## src/rtl/renode_pkg.sv

```systemverilog
// Shared AHB types and the HBURST length decode used by the arbiter and AHB interface code.
package renode_pkg;

   localparam int unsigned BEAT_W = 8;

   typedef enum logic [1:0] {
      IDLE   = 2'b00,
      BUSY   = 2'b01,
      NONSEQ = 2'b10,
      SEQ    = 2'b11
   } htrans_e;

   typedef enum logic [3:0] {
      SINGLE  = 4'b0000,
      INCR    = 4'b0001,
      WRAP4   = 4'b0010,
      INCR4   = 4'b0011,
      WRAP8   = 4'b0100,
      INCR8   = 4'b0101,
      WRAP16  = 4'b0110,
      INCR16  = 4'b0111,
      WRAP32  = 4'b1000,
      INCR32  = 4'b1001,
      WRAP64  = 4'b1010,
      INCR64  = 4'b1011,
      WRAP128 = 4'b1100,
      INCR128 = 4'b1101,
      WRAP256 = 4'b1110,
      INCR256 = 4'b1111
   } hburst_e;

   // Pairs of codes share a length of 2^(code[3:1]+1); SINGLE and undefined INCR count as one beat.
   function automatic int unsigned ahb_burst_len(hburst_e burst);
      logic [3:0] code;
      code = 4'(burst);
      if (code[3:1] == 3'd0) return 32'd1;
      return 32'd1 << (32'(code[3:1]) + 32'd1);
   endfunction

endpackage

```

## src/rtl/renode_ahb_if.sv

```systemverilog
// Arbitration signals of one shared AHB segment; HLOCK/HMASTLOCK exist only with RENODE_AHB_ARB_HLOCK_EN.
interface renode_ahb_if #(
   parameter int unsigned NUM_MASTERS = 4
);
   import renode_pkg::*;

   localparam int unsigned MW = $clog2(NUM_MASTERS);

   logic [NUM_MASTERS-1:0] HBUSREQ;
   htrans_e                HTRANS;
   hburst_e                HBURST;
   logic                   HREADY;
   logic [NUM_MASTERS-1:0] HGRANT;
   logic [MW-1:0]          HMASTER;
   logic                   arb_busy;
`ifdef RENODE_AHB_ARB_HLOCK_EN
   logic [NUM_MASTERS-1:0] HLOCK;
   logic                   HMASTLOCK;
`endif

   modport master (
      output HBUSREQ, HTRANS, HBURST, HREADY,
`ifdef RENODE_AHB_ARB_HLOCK_EN
      output HLOCK,
      input  HMASTLOCK,
`endif
      input  HGRANT, HMASTER, arb_busy
   );

   modport slave (
      input  HBUSREQ, HTRANS, HBURST, HREADY,
`ifdef RENODE_AHB_ARB_HLOCK_EN
      input  HLOCK,
      output HMASTLOCK,
`endif
      output HGRANT, HMASTER, arb_busy
   );

endinterface

```

## src/rtl/renode_ahb_rr_picker.sv

```systemverilog
// Combinational round-robin selector: first requester after last wins, last itself has lowest priority.
module renode_ahb_rr_picker #(
   parameter  int unsigned N  = 4,
   localparam int unsigned LW = $clog2(N)
) (
   input  logic [N-1:0]  req_i,
   input  logic [LW-1:0] last_i,
   input  logic [LW-1:0] park_i,
   output logic [LW-1:0] winner_c_o
);

   logic [LW-1:0] idx;
   logic          found;

   always_comb begin
      winner_c_o = park_i;
      found      = 1'b0;
      idx        = '0;
      for (int unsigned off = 1; off <= N; off++) begin
         idx = LW'((32'(last_i) + off) % N);
         if (!found && req_i[idx]) begin
            winner_c_o = idx;
            found      = 1'b1;
         end
      end
   end

endmodule

```

## src/rtl/renode_ahb_arbiter.sv

```systemverilog
// Burst-aware round-robin AHB arbiter producing HGRANT/HMASTER.
// Optional master locking is compiled in with RENODE_AHB_ARB_HLOCK_EN.
module renode_ahb_arbiter
   import renode_pkg::*;
#(
   parameter int unsigned NUM_MASTERS = 4,
   parameter int unsigned PARK_MASTER = 0
) (
   input logic         HCLK,
   input logic         HRESETn,
   renode_ahb_if.slave bus
);

   localparam int unsigned            MW         = $clog2(NUM_MASTERS);
   localparam logic [MW-1:0]          PARK_IDX   = MW'(PARK_MASTER);
   localparam logic [NUM_MASTERS-1:0] PARK_GRANT = NUM_MASTERS'(1) << PARK_MASTER;

   logic [MW-1:0]          cur_q, cur_d, hmaster_q, winner_c;
   logic [NUM_MASTERS-1:0] grant_q, grant_d;
   logic [BEAT_W-1:0]      beats_q, beats_d;
   logic                   incr_open_q, incr_open_d;
   logic                   busy_q;
   logic                   arb_point, own_req;

   renode_ahb_rr_picker #(.N(NUM_MASTERS)) u_picker (
      .req_i      (bus.HBUSREQ),
      .last_i     (cur_q),
      .park_i     (PARK_IDX),
      .winner_c_o (winner_c)
   );

   // Burst tracking and arbitration-point detection; BUSY and stalled cycles never arbitrate.
   always_comb begin
      beats_d     = beats_q;
      incr_open_d = incr_open_q;
      arb_point   = 1'b0;
      own_req     = bus.HBUSREQ[cur_q];
      if (bus.HREADY && (bus.HTRANS != BUSY)) begin
         case (bus.HTRANS)
            IDLE: begin
               arb_point   = 1'b1;
               incr_open_d = 1'b0;
            end
            NONSEQ: begin
               beats_d     = BEAT_W'(ahb_burst_len(bus.HBURST) - 32'd1);
               incr_open_d = (bus.HBURST == INCR);
               arb_point   = (beats_d == '0) && !incr_open_d;
            end
            default: begin
               if (beats_q != '0) beats_d = beats_q - BEAT_W'(1);
               arb_point = (beats_d == '0) && !incr_open_q;
            end
         endcase
         // An open-ended INCR ends when its owner lets go of the request.
         if (incr_open_q && !own_req) begin
            arb_point   = 1'b1;
            incr_open_d = 1'b0;
         end
      end
`ifdef RENODE_AHB_ARB_HLOCK_EN
      if (bus.HLOCK[cur_q]) arb_point = 1'b0;
`endif
      cur_d          = arb_point ? winner_c : cur_q;
      grant_d        = '0;
      grant_d[cur_d] = 1'b1;
   end

   always_ff @(posedge HCLK or negedge HRESETn) begin
      if (!HRESETn) begin
         cur_q       <= PARK_IDX;
         grant_q     <= PARK_GRANT;
         hmaster_q   <= PARK_IDX;
         beats_q     <= '0;
         incr_open_q <= 1'b0;
         busy_q      <= 1'b0;
      end else begin
         cur_q       <= cur_d;
         grant_q     <= grant_d;
         beats_q     <= beats_d;
         incr_open_q <= incr_open_d;
         busy_q      <= (beats_d != '0);
         if (bus.HREADY) hmaster_q <= cur_q;
      end
   end

`ifdef RENODE_AHB_ARB_HLOCK_EN
   logic hmastlock_q;

   always_ff @(posedge HCLK or negedge HRESETn) begin
      if (!HRESETn)        hmastlock_q <= 1'b0;
      else if (bus.HREADY) hmastlock_q <= bus.HLOCK[cur_q];
   end

   assign bus.HMASTLOCK = hmastlock_q;
`endif

   assign bus.HGRANT   = grant_q;
   assign bus.HMASTER  = hmaster_q;
   assign bus.arb_busy = busy_q;

endmodule

```

## src/flat_wrapper.sv

```systemverilog
// flat-port wrapper written by rule: the top's interface ports become plain ports
module renode_ahb_arbiter_flat import renode_pkg::*;
#(
   parameter int unsigned NUM_MASTERS = 4,
   parameter int unsigned PARK_MASTER = 0
)
  (HCLK, HRESETn, bus_HBUSREQ, bus_HTRANS, bus_HBURST, bus_HREADY, bus_HGRANT, bus_HMASTER, bus_arb_busy);
  renode_ahb_if #(.NUM_MASTERS(NUM_MASTERS)) bus_i ();
  input logic HCLK;
  input logic HRESETn;
  input wire logic [$bits(bus_i.HBUSREQ)-1:0] bus_HBUSREQ;
  input wire logic [$bits(bus_i.HTRANS)-1:0] bus_HTRANS;
  input wire logic [$bits(bus_i.HBURST)-1:0] bus_HBURST;
  input wire logic [$bits(bus_i.HREADY)-1:0] bus_HREADY;
  output wire logic [$bits(bus_i.HGRANT)-1:0] bus_HGRANT;
  output wire logic [$bits(bus_i.HMASTER)-1:0] bus_HMASTER;
  output wire logic [$bits(bus_i.arb_busy)-1:0] bus_arb_busy;
  assign bus_i.HBUSREQ = bus_HBUSREQ;
  assign bus_i.HTRANS = bus_HTRANS;
  assign bus_i.HBURST = bus_HBURST;
  assign bus_i.HREADY = bus_HREADY;
  assign bus_HGRANT = bus_i.HGRANT;
  assign bus_HMASTER = bus_i.HMASTER;
  assign bus_arb_busy = bus_i.arb_busy;
  renode_ahb_arbiter #(.NUM_MASTERS(NUM_MASTERS), .PARK_MASTER(PARK_MASTER)) u_core (.HCLK(HCLK), .HRESETn(HRESETn), .bus(bus_i));
endmodule
```

## config.mk

```make
export PLATFORM = sky130hd
export DESIGN_NAME = renode_ahb_arbiter_flat
export DESIGN_NICKNAME = d
export VERILOG_FILES = /design/src/rtl/renode_pkg.sv /design/src/rtl/renode_ahb_if.sv /design/src/rtl/renode_ahb_rr_picker.sv /design/src/rtl/renode_ahb_arbiter.sv /design/src/flat_wrapper.sv
export SDC_FILE = /design/constraint.sdc
export NUM_CORES = 1
export LEC_CHECK = 0
export BUFFER_PORTS_ARGS = -buffer_cell sky130_fd_sc_hd__buf_4
export CORE_ASPECT_RATIO = 1.2
export CORE_UTILIZATION = 40
export CTS_BUF_LIST = sky130_fd_sc_hd__clkbuf_4 sky130_fd_sc_hd__clkbuf_8 sky130_fd_sc_hd__clkbuf_16
export CTS_CLUSTER_SIZE = 25
export DETAILED_ROUTE_END_ITERATION = 6
export PLACE_DENSITY = 0.71
export SKIP_LAST_GASP = 1
export SYNTH_ARGS = -nofsm -noshare
export SYNTH_HDL_FRONTEND = slang
export SYNTH_SLANG_ARGS = --single-unit
```

## constraint.sdc

```tcl
create_clock -name HCLK -period 6.5 [get_ports HCLK]
set_input_delay 1.95 -clock HCLK [delete_from_list [all_inputs] [get_ports HCLK]]
set_output_delay 1.95 -clock HCLK [all_outputs]
set_load 0.01 [all_outputs]
```

== Word level (Yosys, flattened, before mapping) ==
Cells that the tools add are included.
Widths: inputs -> output; s select.
Cells by class
  mux-type cells: 37
  add/sub/neg operators: 7
  shift operators: 1
  order comparisons: 7
  equality and inequality tests: 3
  reductions and logical operators: 23
Operators by type and width (number)
  $mux 8: 7
  $lt 2x3->1 const B: 6
  $logic_not 8->1: 2
  $mux 1: 16
  $pmux 8 s2: 1
  $reduce_bool 8->1: 2
  $sub 8x1->8 const B: 2
  $bmux 1 s2: 5
  $mux 2: 5
  $logic_and 1x1->1: 8
  $shl 1x4->8 const A: 1
  $logic_not 1->1: 6
  $add 2x1->2 const B: 2
  $add 2x2->2 const B: 2
  $add 3x1->4 const B: 1
  $eq 4x1->1 const B: 1
  $pmux 1 s2: 2
  $logic_not 3->1: 1
  $reduce_bool 3->1: 1
  $demux 1 s2: 1
  $eq 2x2->1 const B: 1
  $ge 2x1->1 const B: 1
  $logic_not 2->1: 1
  $ne 2x1->1 const B: 1
  other kinds (2): 2
Storage, ports and cells
  register bits after elaboration: 18
  input bits: 13
  word-level logic and storage cells: 84
  output and inout port bits: 7

== Logic depth before layout (Yosys ltp) ==
Gate-level depths: netlist of the first run.
  depth after elaboration: 18
  mapped depth: 10

== Modules after synthesis ==
Synthesis of the first run repeated with hierarchy kept, for this count alone.
Unflattened totals
  cells, all modules: 182
  area, all modules: 1555.2 µm²
Modules (own cells, without submodules)
  renode_ahb_arbiter: instances 1, area each 1272.5 µm², cells each 139
  renode_ahb_rr_picker: instances 1, area each 282.8 µm², cells each 43

== Worst setup path after synthesis of the first run ==
No wires, ideal clock.
  kind: input -> register
  from: input bus_HBURST[2]
  to: register u_core.grant_q[1] (netlist: u_core.bus.HGRANT[1])
  stages on the path: 9
  data required time: 6.372 ns
  data arrival time: 3.640 ns
  setup slack: 2.732 ns
  cells stage by stage: nor2_1 nand2_1 ha_1 clkbuf_1 o31ai_1 a311oi_1 a311oi_2 nand3_2 mux2_1
On the way
  longest elaborated chain between the ends: 18
  elaborated cells on any way between the ends: 24
  those cells by class: add/sub: 2; order compare: 2; eq/ne: 1; shift: 1; mux: 13; reduce/logical: 5
Ends and longest elaborated chain
  start, declared: RTL line flat_wrapper.sv:13  | input wire logic [$bits(bus_i.HBURST)-1:0] bus_HBURST;
  parallel branches: the longest is 9 deep, another holds $sub 8x1->8
  $logic_and 1x1->1 *: RTL line renode_ahb_arbiter.sv:47  | arb_point = (beats_d == '0) && !incr_open_d;
  $pmux 1 s2 *: RTL line renode_ahb_arbiter.sv:39  | case (bus.HTRANS)
  $mux 1 *: RTL line renode_ahb_arbiter.sv:55  | if (incr_open_q && !own_req) begin
  $mux 1 *: RTL line renode_ahb_arbiter.sv:38  | if (bus.HREADY && (bus.HTRANS != BUSY)) begin
  $mux 2 *: RTL line renode_ahb_arbiter.sv:63  | cur_d = arb_point ? winner_c : cur_q;
  $lt 2x3->1 (not written as such) or $ge 2x1->1 (tied branches): RTL line renode_ahb_arbiter.sv:65  | grant_d[cur_d] = 1'b1;
  $logic_and 1x1->1 (not written as such): RTL line renode_ahb_arbiter.sv:65
  $mux 1 (not written as such): RTL line renode_ahb_arbiter.sv:65
  $demux 1 s2 *
  via u_core.grant_d[1]: RTL line renode_ahb_arbiter.sv:19  | logic [NUM_MASTERS-1:0] grant_q, grant_d;
  end signal, assigned: RTL line renode_ahb_arbiter.sv:78  | grant_q <= grant_d;
  end, declared: RTL line renode_ahb_arbiter.sv:19
Mark *: on every way through the listed nets, which the timed path passes. The select of a mux whose other input is x is not followed.
A chain may end at the register's enable or synchronous reset.

== Worst setup path in the final report of the first run ==
Same ends and word-level chain as after synthesis.

==> out/results.ini, run 1 <==
[setup_path]
crit_path_top_delay_cell=sky130_fd_sc_hd__mux2_1
worst_path_required_ps=6640
cp_max_fo=8
cp.arrival_ps=3920
worst-r2r-setup-slack_ps=3820
rr_startpoint=u_core.beats_q[0]$_DFF_PN0_
critical_path.cell_chain=buf_4 > nor2_1 > nand2_1 > ha_1 > o31ai_1 > a311oi_1 > a311oi_2 > nand3_2 > mux2_1
critical_path.endpoint_type=flop
setup.worst_path.start_class=input port
worst-r2r-cell-count=8
worstSetupPathType=in -> reg
cpPeakStageDelay_ps=370
crit_reg_reg_endpoint=u_core.bus.arb_busy$_DFF_PN0_

[sta]
max_freq_ghz=0.264
final-setup-viol-count=0
finalCriticalPeriod_ps=3780
max-slew-margin-rel=0.620
setup_total_negative_slack_ps=0
rsz0062_at_grt=no
hold_vio_cnt_final=0
finalCritPeriodShare=0.582
maxSlewViolCount=0
worst_clock_skew_ps=1.80
postLayoutSetupSlackWorst_ps=2720
worst_pin_slew_ps=563

[clock_network]
post_cts_hold_buffer_count=0
cts_max_path_buffers=2
clock_latency_reported_for_the_late_side_of_the_worst_skew_pair_ps=250
htree_num_levels=1
cts_post_setup_buffers_inserted=0
cts_repair_resize_count=0
clk_root_buffer_cell=sky130_fd_sc_hd__clkbuf_8
count_of_clock_tree_sinks=18
tritoncts=done
cts-buffers-inserted=3
clkSlewWorstSetupHoldPaths_ps=70

[synthesis]
number_of_enable_flip_flop_cells_after_synthesis=0
yosysWarnings=0
synth_most_common_cell=sky130_fd_sc_hd__nand2_1
yosys.area.top_type=sky130_fd_sc_hd__dfrtp_1
post_synth_num_cell_types=52
post_synth_top_cells=sky130_fd_sc_hd__nand2_1 (19), sky130_fd_sc_hd__dfrtp_1 (17), sky130_fd_sc_hd__a21oi_1 (13)
synth_top_flop_cell=sky130_fd_sc_hd__dfrtp_1
yosys_register_bits=18
mappedNetlistArea_mm2=0.00144
syn-instance-count=170
synth_top_cell_area_share=0.296
ys_seq_area_frac=0.314
ys_async_sr_fraction=1.00
synth_top_cells_by_area=sky130_fd_sc_hd__dfrtp_1 (30%), sky130_fd_sc_hd__nand2_1 (5.0%), sky130_fd_sc_hd__a21oi_1 (4.5%), sky130_fd_sc_hd__ha_1 (3.5%), sky130_fd_sc_hd__o21ai_0 (3.5%)
syn_area_per_cell_um2=8.46

[floorplanning]
start_util=0.423
die-area_mm2=0.00384
num_rows=23
die_h_um=67.7
core_mm2=0.00340
die_width_um=56.7
io_pins=20

[drt]
drtIter0Drc=72
routed_via_density=6.01
post-route-drc-count=8
number_of_vias_in_the_routed_layout=1359
final_antenna_net_count=0
routedWlPerCell_um=14.4
drt_pre_antenna_iters=6
wl_mm=3.26

[outcome]
failing_checks=DRC
result_of_the_run=complete, but fails checks

[global_routing]
gr-total-overflow=0
number_of_global_route_vias_before_repair=1232
first_pass_grt_wire_length_mm=5.57
pin_count_of_the_biggest_net_entering_global_routing=19
grt_antenna_before_repair=0
groute.usage.overall=0.184

[finish]
final_design_area_no_fill_mm2=0.00166
finalNetCount=207
filler_cell_count=328
synthToLayoutAreaGrowth_pct=15.6
post_route_cells_drive_above_1_share=0.201
antenna_cells=0

[flow_run]
cap_viol_max_count=0

[power]
power.leakage_nw=0.712
power.density_cell_area_mw_per_mm2=319
vdd_drop_max_mv=0.108
fin_total_pwr_uw=530

[placed_design]
detailed_place_hpwl_mm=2.49
post-place-ws_ps=2450
port-buffer-count=19
place_congestion=0.838
dpl-instance-area_mm2=0.00161

[min_path]
whs_path_depth=1
holdCritStartpoint=u_core.bus.HMASTER[0]$_DFFE_PN0P_
timing.hold.worst.class=reg -> reg
hold-path-endpoint=u_core.bus.HMASTER[0]$_DFFE_PN0P_

cells in the final DEF (no fill, tap or decap), drive strengths merged, types with 5 or more instances in the layout:
cell type	n
a21oi	13
buf	19
dfrtp	17
inv	9
mux2	6
nand2	19
nand3	7
nor2	10
nor2b	5
nor3	5
o21ai	12
o31ai	5
worst max path at each step:
stage | end | slack [ps] | cells past startpoint | from
after floorplan | u_core.bus.HGRANT[1]$_DFF_PN0_ | 2730 | 9 | bus_HBURST[2]
after global placement | u_core.bus.HGRANT[1]$_DFF_PN0_ | 2500 | 9 | bus_HBURST[2]
after detailed placement | u_core.bus.HGRANT[1]$_DFF_PN0_ | 2450 | 9 | bus_HBURST[2]
after CTS | u_core.bus.HGRANT[1]$_DFF_PN0_ | 2720 | 9 | bus_HBURST[2]
after global routing | u_core.bus.HGRANT[1]$_DFF_PN0_ | 2540 | 9 | bus_HBURST[2]
final | u_core.bus.HGRANT[1]$_DFF_PN0_ | 2720 | 9 | bus_HBURST[2]
registers in the layout, indices dropped and copies added (netlist names):
register             flops
u_core.bus.HGRANT        4
u_core.cur_q             2
u_core.beats_q           8
u_core.bus.arb_busy      1
u_core.bus.HMASTER       2
u_core.incr_open_q       1
through the flow:
step | hold slack (ps) | cells | utilization
after floorplan | 494 | 171 | -
after global placement | 494 | 222 | 0.473
after detailed placement | 497 | 222 | 0.473
after CTS | 513 | 226 | 0.489
after global routing | 532 | 226 | 0.489
final | 507 | 226 | 0.489
final cells by class:
| class | count | area, um^2 | share of cell area |
|---|---|---|---|
| multi-input cells | 139 | 932 | 0.561 |
| flip-flops and latches | 18 | 452 | 0.272 |
| repair buffers | 19 | 143 | 0.0858 |
| clock buffers | 4 | 55.1 | 0.0331 |
| well taps | 37 | 46.3 | 0.0279 |
| inverters | 9 | 33.8 | 0.0203 |
report_power, final:
part,internal [mW],switching (mW)
combinational,0.115,0.119
clock,0.0539,0.0374
sequential,0.151,0.0539
metal layers:
| metal | track usage | up-vias | part of all wire |
|---|---|---|---|
| met4 | 0.0594 | 0 | 0.0061 |
| met5 | 0 | - | 0 |
| met3 | 0.0326 | 2 | 0.077 |
| met1 | 0.248 | 624 | 0.45 |
| li1 | - | 671 | - |
| met2 | 0.301 | 62 | 0.47 |
worst max-delay path: cells and delay by family:
kind,cells,cell delay [ps]
AO/OA/AOI/OAI,3,660
adder cells (fa/ha/maj),1,310
buffers and inverters,1,130
multiplexers,1,370
AND/OR/NAND/NOR,3,480
cells by family (layout without fill, tap and decap cells):
group / Yosys count / count (layout) / synth area share
other: 1 / 2 / 0.00261
adder cells (fa/ha/maj): 4 / 4 / 0.0348
AND/OR/NAND/NOR: 73 / 73 / 0.283
buffers and inverters: 14 / 32 / 0.0400
XOR/XNOR: 2 / 2 / 0.0122
multiplexers: 8 / 8 / 0.0609
AO/OA/AOI/OAI: 50 / 50 / 0.252
flip-flops: 18 / 18 / 0.314
No activity file was read; power rests on OpenSTA's default activity.
==> run 2: changes to the inputs <==
- PLACE_DENSITY: 0.71 -> 0.73
- clock period: 6.5 -> 3.29 ns (I/O delays scaled with it)
==> out/results.ini, run 2 (same netlist as run 1, synthesis figures left out) <==
[outcome]
result_of_the_run=complete, but fails checks
failing_checks=DRC

[clock_network]
clkSlewWorstSetupHoldPaths_ps=70  ; about the same
clock_latency_reported_for_the_late_side_of_the_worst_skew_pair_ps=260  ; about the same
count_of_clock_tree_sinks=18  ; unchanged
cts-buffers-inserted=3  ; unchanged
clk_root_buffer_cell=sky130_fd_sc_hd__clkbuf_8
post_cts_hold_buffer_count=0  ; unchanged
cts_post_setup_buffers_inserted=0  ; unchanged
cts_repair_resize_count=0  ; unchanged
htree_num_levels=1  ; unchanged
cts_max_path_buffers=2  ; unchanged
tritoncts=done

[setup_path]
worst-r2r-cell-count=8  ; unchanged
critical_path_depth=9  ; unchanged
worst_path_required_ps=3430  ; -3210 ps
cp_max_fo=8  ; unchanged
critical_path.cell_chain=buf_4 > nor2_1 > nand2_1 > ha_1 > o31ai_1 > a311oi_1 > a311oi_2 > nand3_2 > mux2_1
cpPeakStageDelay_ps=370  ; about the same
worstSetupEndpoint=u_core.bus.HGRANT[1]$_DFF_PN0_
critical_path.endpoint_type=flop
worstSetupPathType=in -> reg
critPathBufInv=1  ; unchanged
rr_startpoint=u_core.beats_q[0]$_DFF_PN0_
startpoint=bus_HBURST[2]
worst-r2r-setup-slack_ps=630  ; -3190 ps
cp.arrival_ps=2940  ; -980 ps
setup.worst_path.start_class=input port
cp_top_family=compound AO/OA/AOI/OAI gates
crit_reg_reg_endpoint=u_core.bus.arb_busy$_DFF_PN0_
crit_path_top_delay_cell=sky130_fd_sc_hd__mux2_1

[floorplanning]
die_width_um=56.7  ; unchanged
start_util=0.423  ; unchanged
die-area_mm2=0.00384  ; unchanged
io_pins=20  ; unchanged
die_h_um=67.7  ; unchanged
num_rows=23  ; unchanged
core_mm2=0.00340  ; unchanged

[sta]
worst_pin_slew_ps=571  ; +7.75 ps
final-setup-viol-count=0  ; unchanged
finalCriticalPeriod_ps=2800
postLayoutSetupSlackWorst_ps=490  ; -2230 ps
worst_clock_skew_ps=1.76  ; -0.0351 ps
rsz0062_at_grt=no
maxSlewViolCount=0  ; unchanged
hold_vio_cnt_final=0  ; unchanged
max_freq_ghz=0.357
setup_total_negative_slack_ps=0  ; unchanged
finalCritPeriodShare=0.851
max-slew-margin-rel=0.614  ; -0.00523

[flow_run]
cap_viol_max_count=0  ; unchanged

[finish]
layout.core_utilization=0.492  ; +0.00221
mostFrequentLayoutCells=sky130_fd_sc_hd__buf_4 (20), sky130_fd_sc_hd__nand2_1 (19), sky130_fd_sc_hd__dfrtp_1 (17)
finalNetCount=208  ; +0.48%
filler_cell_count=318  ; -3.0%
antenna_cells=0  ; unchanged
mostFrequentLayoutCell=sky130_fd_sc_hd__buf_4
post_route_cells_drive_above_1_share=0.205  ; +0.00420
fin_cells=227  ; +0.44%
largest_register_ffs=8  ; unchanged
synthToLayoutAreaGrowth_pct=16.1
regMostFlops=u_core.beats_q

[placed_design]
dp.cells=223  ; +0.45%
port-buffer-count=19  ; unchanged
place_congestion=0.844  ; +0.68%
post-place-ws_ps=232  ; -2220 ps
detailed_place_hpwl_mm=2.51  ; +0.82%

[drt]
drtIter0Drc=34  ; -53%
final_antenna_net_count=0  ; unchanged
number_of_vias_in_the_routed_layout=1323  ; -2.6%
drt_pre_antenna_iters=6  ; unchanged
post-route-drc-count=4  ; -4
routed_via_density=5.83  ; -3.1%
wl_mm=3.23  ; -1.0%
routedWlPerCell_um=14.2  ; -1.5%

[global_routing]
number_of_global_route_vias_before_repair=1211  ; -1.7%
grt_antenna_before_repair=0  ; unchanged
first_pass_grt_wire_length_mm=5.39  ; -3.2%
gr-total-overflow=0  ; unchanged
groute.usage.overall=0.182  ; -0.00213
pin_count_of_the_biggest_net_entering_global_routing=19  ; unchanged

[power]
power.leakage_nw=0.717  ; +0.63%
vdd_drop_max_mv=0.163  ; +51%
fin_total_pwr_mw=1.05  ; +98%
power.density_cell_area_mw_per_mm2=629  ; +97%

[min_path]
timing.hold.worst.class=reg -> reg

[run 2: cell types whose count changed in the layout (fill, tap and decap cells not counted), sizes merged]
cell,change
buf,+1
[run 2: metrics by stage]
stage	hold WS, ps	instance area, um^2
4_1_cts	515	1670
6_report	512	1670
3_5_place_dp	500	1610
2_1_floorplan	494	1440
3_3_place_gp	495	1610
5_1_grt	553	1670
[run 2: worst min path at each step]
stage,from,to,depth (start not counted)
4_1_cts,u_core.bus.HMASTER[1]$_DFFE_PN0P_,u_core.bus.HMASTER[1]$_DFFE_PN0P_,1
3_3_place_gp,u_core.bus.HMASTER[1]$_DFFE_PN0P_,u_core.bus.HMASTER[1]$_DFFE_PN0P_,1
6_report,u_core.bus.HMASTER[1]$_DFFE_PN0P_,u_core.bus.HMASTER[1]$_DFFE_PN0P_,1
5_1_grt,u_core.bus.HMASTER[0]$_DFFE_PN0P_,u_core.bus.HMASTER[0]$_DFFE_PN0P_,1
2_1_floorplan,u_core.beats_q[1]$_DFF_PN0_,u_core.beats_q[1]$_DFF_PN0_,2
3_5_place_dp,u_core.bus.HMASTER[1]$_DFFE_PN0P_,u_core.bus.HMASTER[1]$_DFFE_PN0P_,1
[run 2: area by class of cell]
class,count,area (um^2),share of cell area
inverters,9,33.8,0.0202
clock buffers,4,55.1,0.0330
repair buffers,20,150,0.0900
flip-flops and latches,18,452,0.271
multi-input cells,139,932,0.558
well taps,37,46.3,0.0277
[run 2: worst reg2reg max path, cell delays in order (launching register included)]
cell                       delay, ps
sky130_fd_sc_hd__dfrtp_1         460
sky130_fd_sc_hd__inv_1           150
sky130_fd_sc_hd__ha_1            200
sky130_fd_sc_hd__or3b_2          510
sky130_fd_sc_hd__o21ai_4         260
sky130_fd_sc_hd__o21bai_1        110
sky130_fd_sc_hd__a211o_1         300
sky130_fd_sc_hd__o21bai_1        140
sky130_fd_sc_hd__or4_1           400
[run 2: where the power goes]
group          total (mW)  internal (mW)  switching (mW)
logic               0.465          0.227           0.238
registers           0.402          0.298           0.103
clock network       0.183          0.107          0.0763
total                1.05          0.632           0.418
[run 2: layer usage]
layer | global-route usage | up-vias | wire [um]
li1 | - | 669 | -
met2 | 0.301 | 31 | 1540
met3 | 0.0287 | 7 | 118
met5 | 0 | - | 0
met1 | 0.225 | 616 | 1490
met4 | 0.109 | 0 | 85
==> run 3: changes to the inputs <==
- ABC_CLOCK_PERIOD_IN_PS: default -> 3290
- RECOVER_POWER: default -> 25
==> out/results.ini, run 3 (same netlist as run 1, synthesis figures left out) <==
[global_routing]
grt_antenna_before_repair=0  ; unchanged
first_pass_grt_wire_length_mm=5.39  ; unchanged
number_of_global_route_vias_before_repair=1211  ; unchanged
pin_count_of_the_biggest_net_entering_global_routing=19  ; unchanged
gr-total-overflow=0  ; unchanged
groute.usage.overall=0.182  ; unchanged

[setup_path]
rr_startpoint=u_core.beats_q[0]$_DFF_PN0_
worst-r2r-setup-slack_ps=630  ; about the same
cpPeakStageDelay_ps=370  ; about the same
worstSetupEndpoint=u_core.bus.HGRANT[1]$_DFF_PN0_
startpoint=bus_HBURST[2]
worst-r2r-cell-count=8  ; unchanged
setup.worst_path.start_class=input port
crit_reg_reg_endpoint=u_core.bus.arb_busy$_DFF_PN0_
crit_path_top_delay_cell=sky130_fd_sc_hd__mux2_1
critical_path.endpoint_type=flop
cp.arrival_ps=2950  ; about the same
worst_path_required_ps=3430  ; about the same
worstSetupPathType=in -> reg
critical_path.cell_chain=buf_4 > nor2_1 > nand2_1 > ha_1 > o31ai_1 > a311oi_1 > a311oi_2 > nand3_2 > mux2_1
cp_max_fo=8  ; unchanged

[sta]
hold_vio_cnt_final=0  ; unchanged
finalCritPeriodShare=0.852  ; about the same
worst_clock_skew_ps=1.73  ; -0.0314 ps
finalCriticalPeriod_ps=2800  ; +2.39 ps
final-setup-viol-count=0  ; unchanged
worst_pin_slew_ps=932  ; +361 ps
max-slew-margin-rel=0.378  ; -0.236
setup_total_negative_slack_ps=0  ; unchanged
max_freq_ghz=0.357  ; about the same
maxSlewViolCount=0  ; unchanged
rsz0062_at_grt=no

[outcome]
failing_checks=DRC
result_of_the_run=complete, but fails checks

[finish]
regMostFlops=u_core.beats_q
antenna_cells=0  ; unchanged
finalNetCount=208  ; unchanged
mostFrequentLayoutCells=sky130_fd_sc_hd__nand2_1 (19), sky130_fd_sc_hd__buf_4 (19), sky130_fd_sc_hd__dfrtp_1 (17)
final_design_area_no_fill_mm2=0.00167  ; -0.22%
post_route_cells_drive_above_1_share=0.200  ; -0.00526
synthToLayoutAreaGrowth_pct=15.8
largest_register_ffs=8  ; unchanged

[drt]
drtIter0Drc=34  ; unchanged
drt_pre_antenna_iters=6  ; unchanged
routedWlPerCell_um=14.2  ; about the same
routed_via_density=5.84  ; +0.15%
post-route-drc-count=4  ; unchanged
wl_mm=3.23  ; about the same
final_antenna_net_count=0  ; unchanged
number_of_vias_in_the_routed_layout=1325  ; +0.15%

[floorplanning]
core_mm2=0.00340  ; unchanged
io_pins=20  ; unchanged
start_util=0.423  ; unchanged
die_width_um=56.7  ; unchanged
die_h_um=67.7  ; unchanged
die-area_mm2=0.00384  ; unchanged
num_rows=23  ; unchanged

[clock_network]
cts-buffers-inserted=3  ; unchanged
post_cts_hold_buffer_count=0  ; unchanged
clkSlewWorstSetupHoldPaths_ps=70  ; about the same
cts_post_setup_buffers_inserted=0  ; unchanged
clock_latency_reported_for_the_late_side_of_the_worst_skew_pair_ps=260  ; about the same
count_of_clock_tree_sinks=18  ; unchanged
htree_num_levels=1  ; unchanged
cts_max_path_buffers=2  ; unchanged
cts_repair_resize_count=0  ; unchanged
clk_root_buffer_cell=sky130_fd_sc_hd__clkbuf_8
tritoncts=done

[placed_design]
detailed_place_hpwl_mm=2.51  ; unchanged
place_congestion=0.844  ; unchanged
dpl-instance-area_mm2=0.00161  ; unchanged
port-buffer-count=19  ; unchanged

[flow_run]
cap_viol_max_count=0  ; unchanged

[power]
vdd_drop_max_mv=0.163  ; +0.42%
fin_total_pwr_mw=1.05  ; about the same
power.density_cell_area_mw_per_mm2=630  ; +0.18%
power.leakage_nw=0.713  ; -0.51%

[min_path]
whs_path_depth=1  ; unchanged
timing.hold.worst.class=reg -> reg

[run 3: cell type report]
cell class | instances | area, um^2
Fill cell | 318 | 1730
Multi-Input combinational cell | 139 | 932
Sequential cell | 18 | 452
Timing Repair Buffer | 20 | 146
Clock buffer | 4 | 55.1
Tap cell | 37 | 46.3
Inverter | 9 | 33.8
[run 3: through the flow]
stage          utilization  hold slack (ps)  std cells  setup WS (ps)
6_report             0.490              512        227            488
3_3_place_gp         0.475              495        223            263
2_1_floorplan            -              494        171            485
4_1_cts              0.492              515        227            507
5_1_grt              0.490              553        227            285
3_5_place_dp         0.475              500        223            232
[run 3: where the power goes]
part | internal (mW) | switching (mW) | leakage, nW
Combinational | 0.227 | 0.238 | 0.468
Clock | 0.106 | 0.0763 | 0.0288
Sequential | 0.298 | 0.103 | 0.217
Total | 0.632 | 0.418 | 0.713
[run 3: critical path: cells and delay by family]
kind,cells,cell delay (ps)
mux,1,370
compound gates,3,670
buf+inv,1,130
simple gates,3,480
fa+ha+maj,1,300
[run 3: layer usage]
layer / share of wire / up-vias / track usage
li1: - / 670 / -
met1: 0.45 / 620 / 0.225
met2: 0.48 / 28 / 0.301
met3: 0.037 / 7 / 0.0287
met4: 0.026 / 0 / 0.109
met5: 0 / - / 0
[run 3: how the worst min path moves through the flow]
stage | endpoint | from | slack, ps
after global routing | u_core.bus.HMASTER[0]$_DFFE_PN0P_ | u_core.bus.HMASTER[0]$_DFFE_PN0P_ | 550
final | u_core.bus.HMASTER[1]$_DFFE_PN0P_ | u_core.bus.HMASTER[1]$_DFFE_PN0P_ | 510
after detailed placement | u_core.bus.HMASTER[1]$_DFFE_PN0P_ | u_core.bus.HMASTER[1]$_DFFE_PN0P_ | 500
after CTS | u_core.bus.HMASTER[1]$_DFFE_PN0P_ | u_core.bus.HMASTER[1]$_DFFE_PN0P_ | 520
after global placement | u_core.bus.HMASTER[1]$_DFFE_PN0P_ | u_core.bus.HMASTER[1]$_DFFE_PN0P_ | 490
after floorplan | u_core.beats_q[1]$_DFF_PN0_ | u_core.beats_q[1]$_DFF_PN0_ | 490
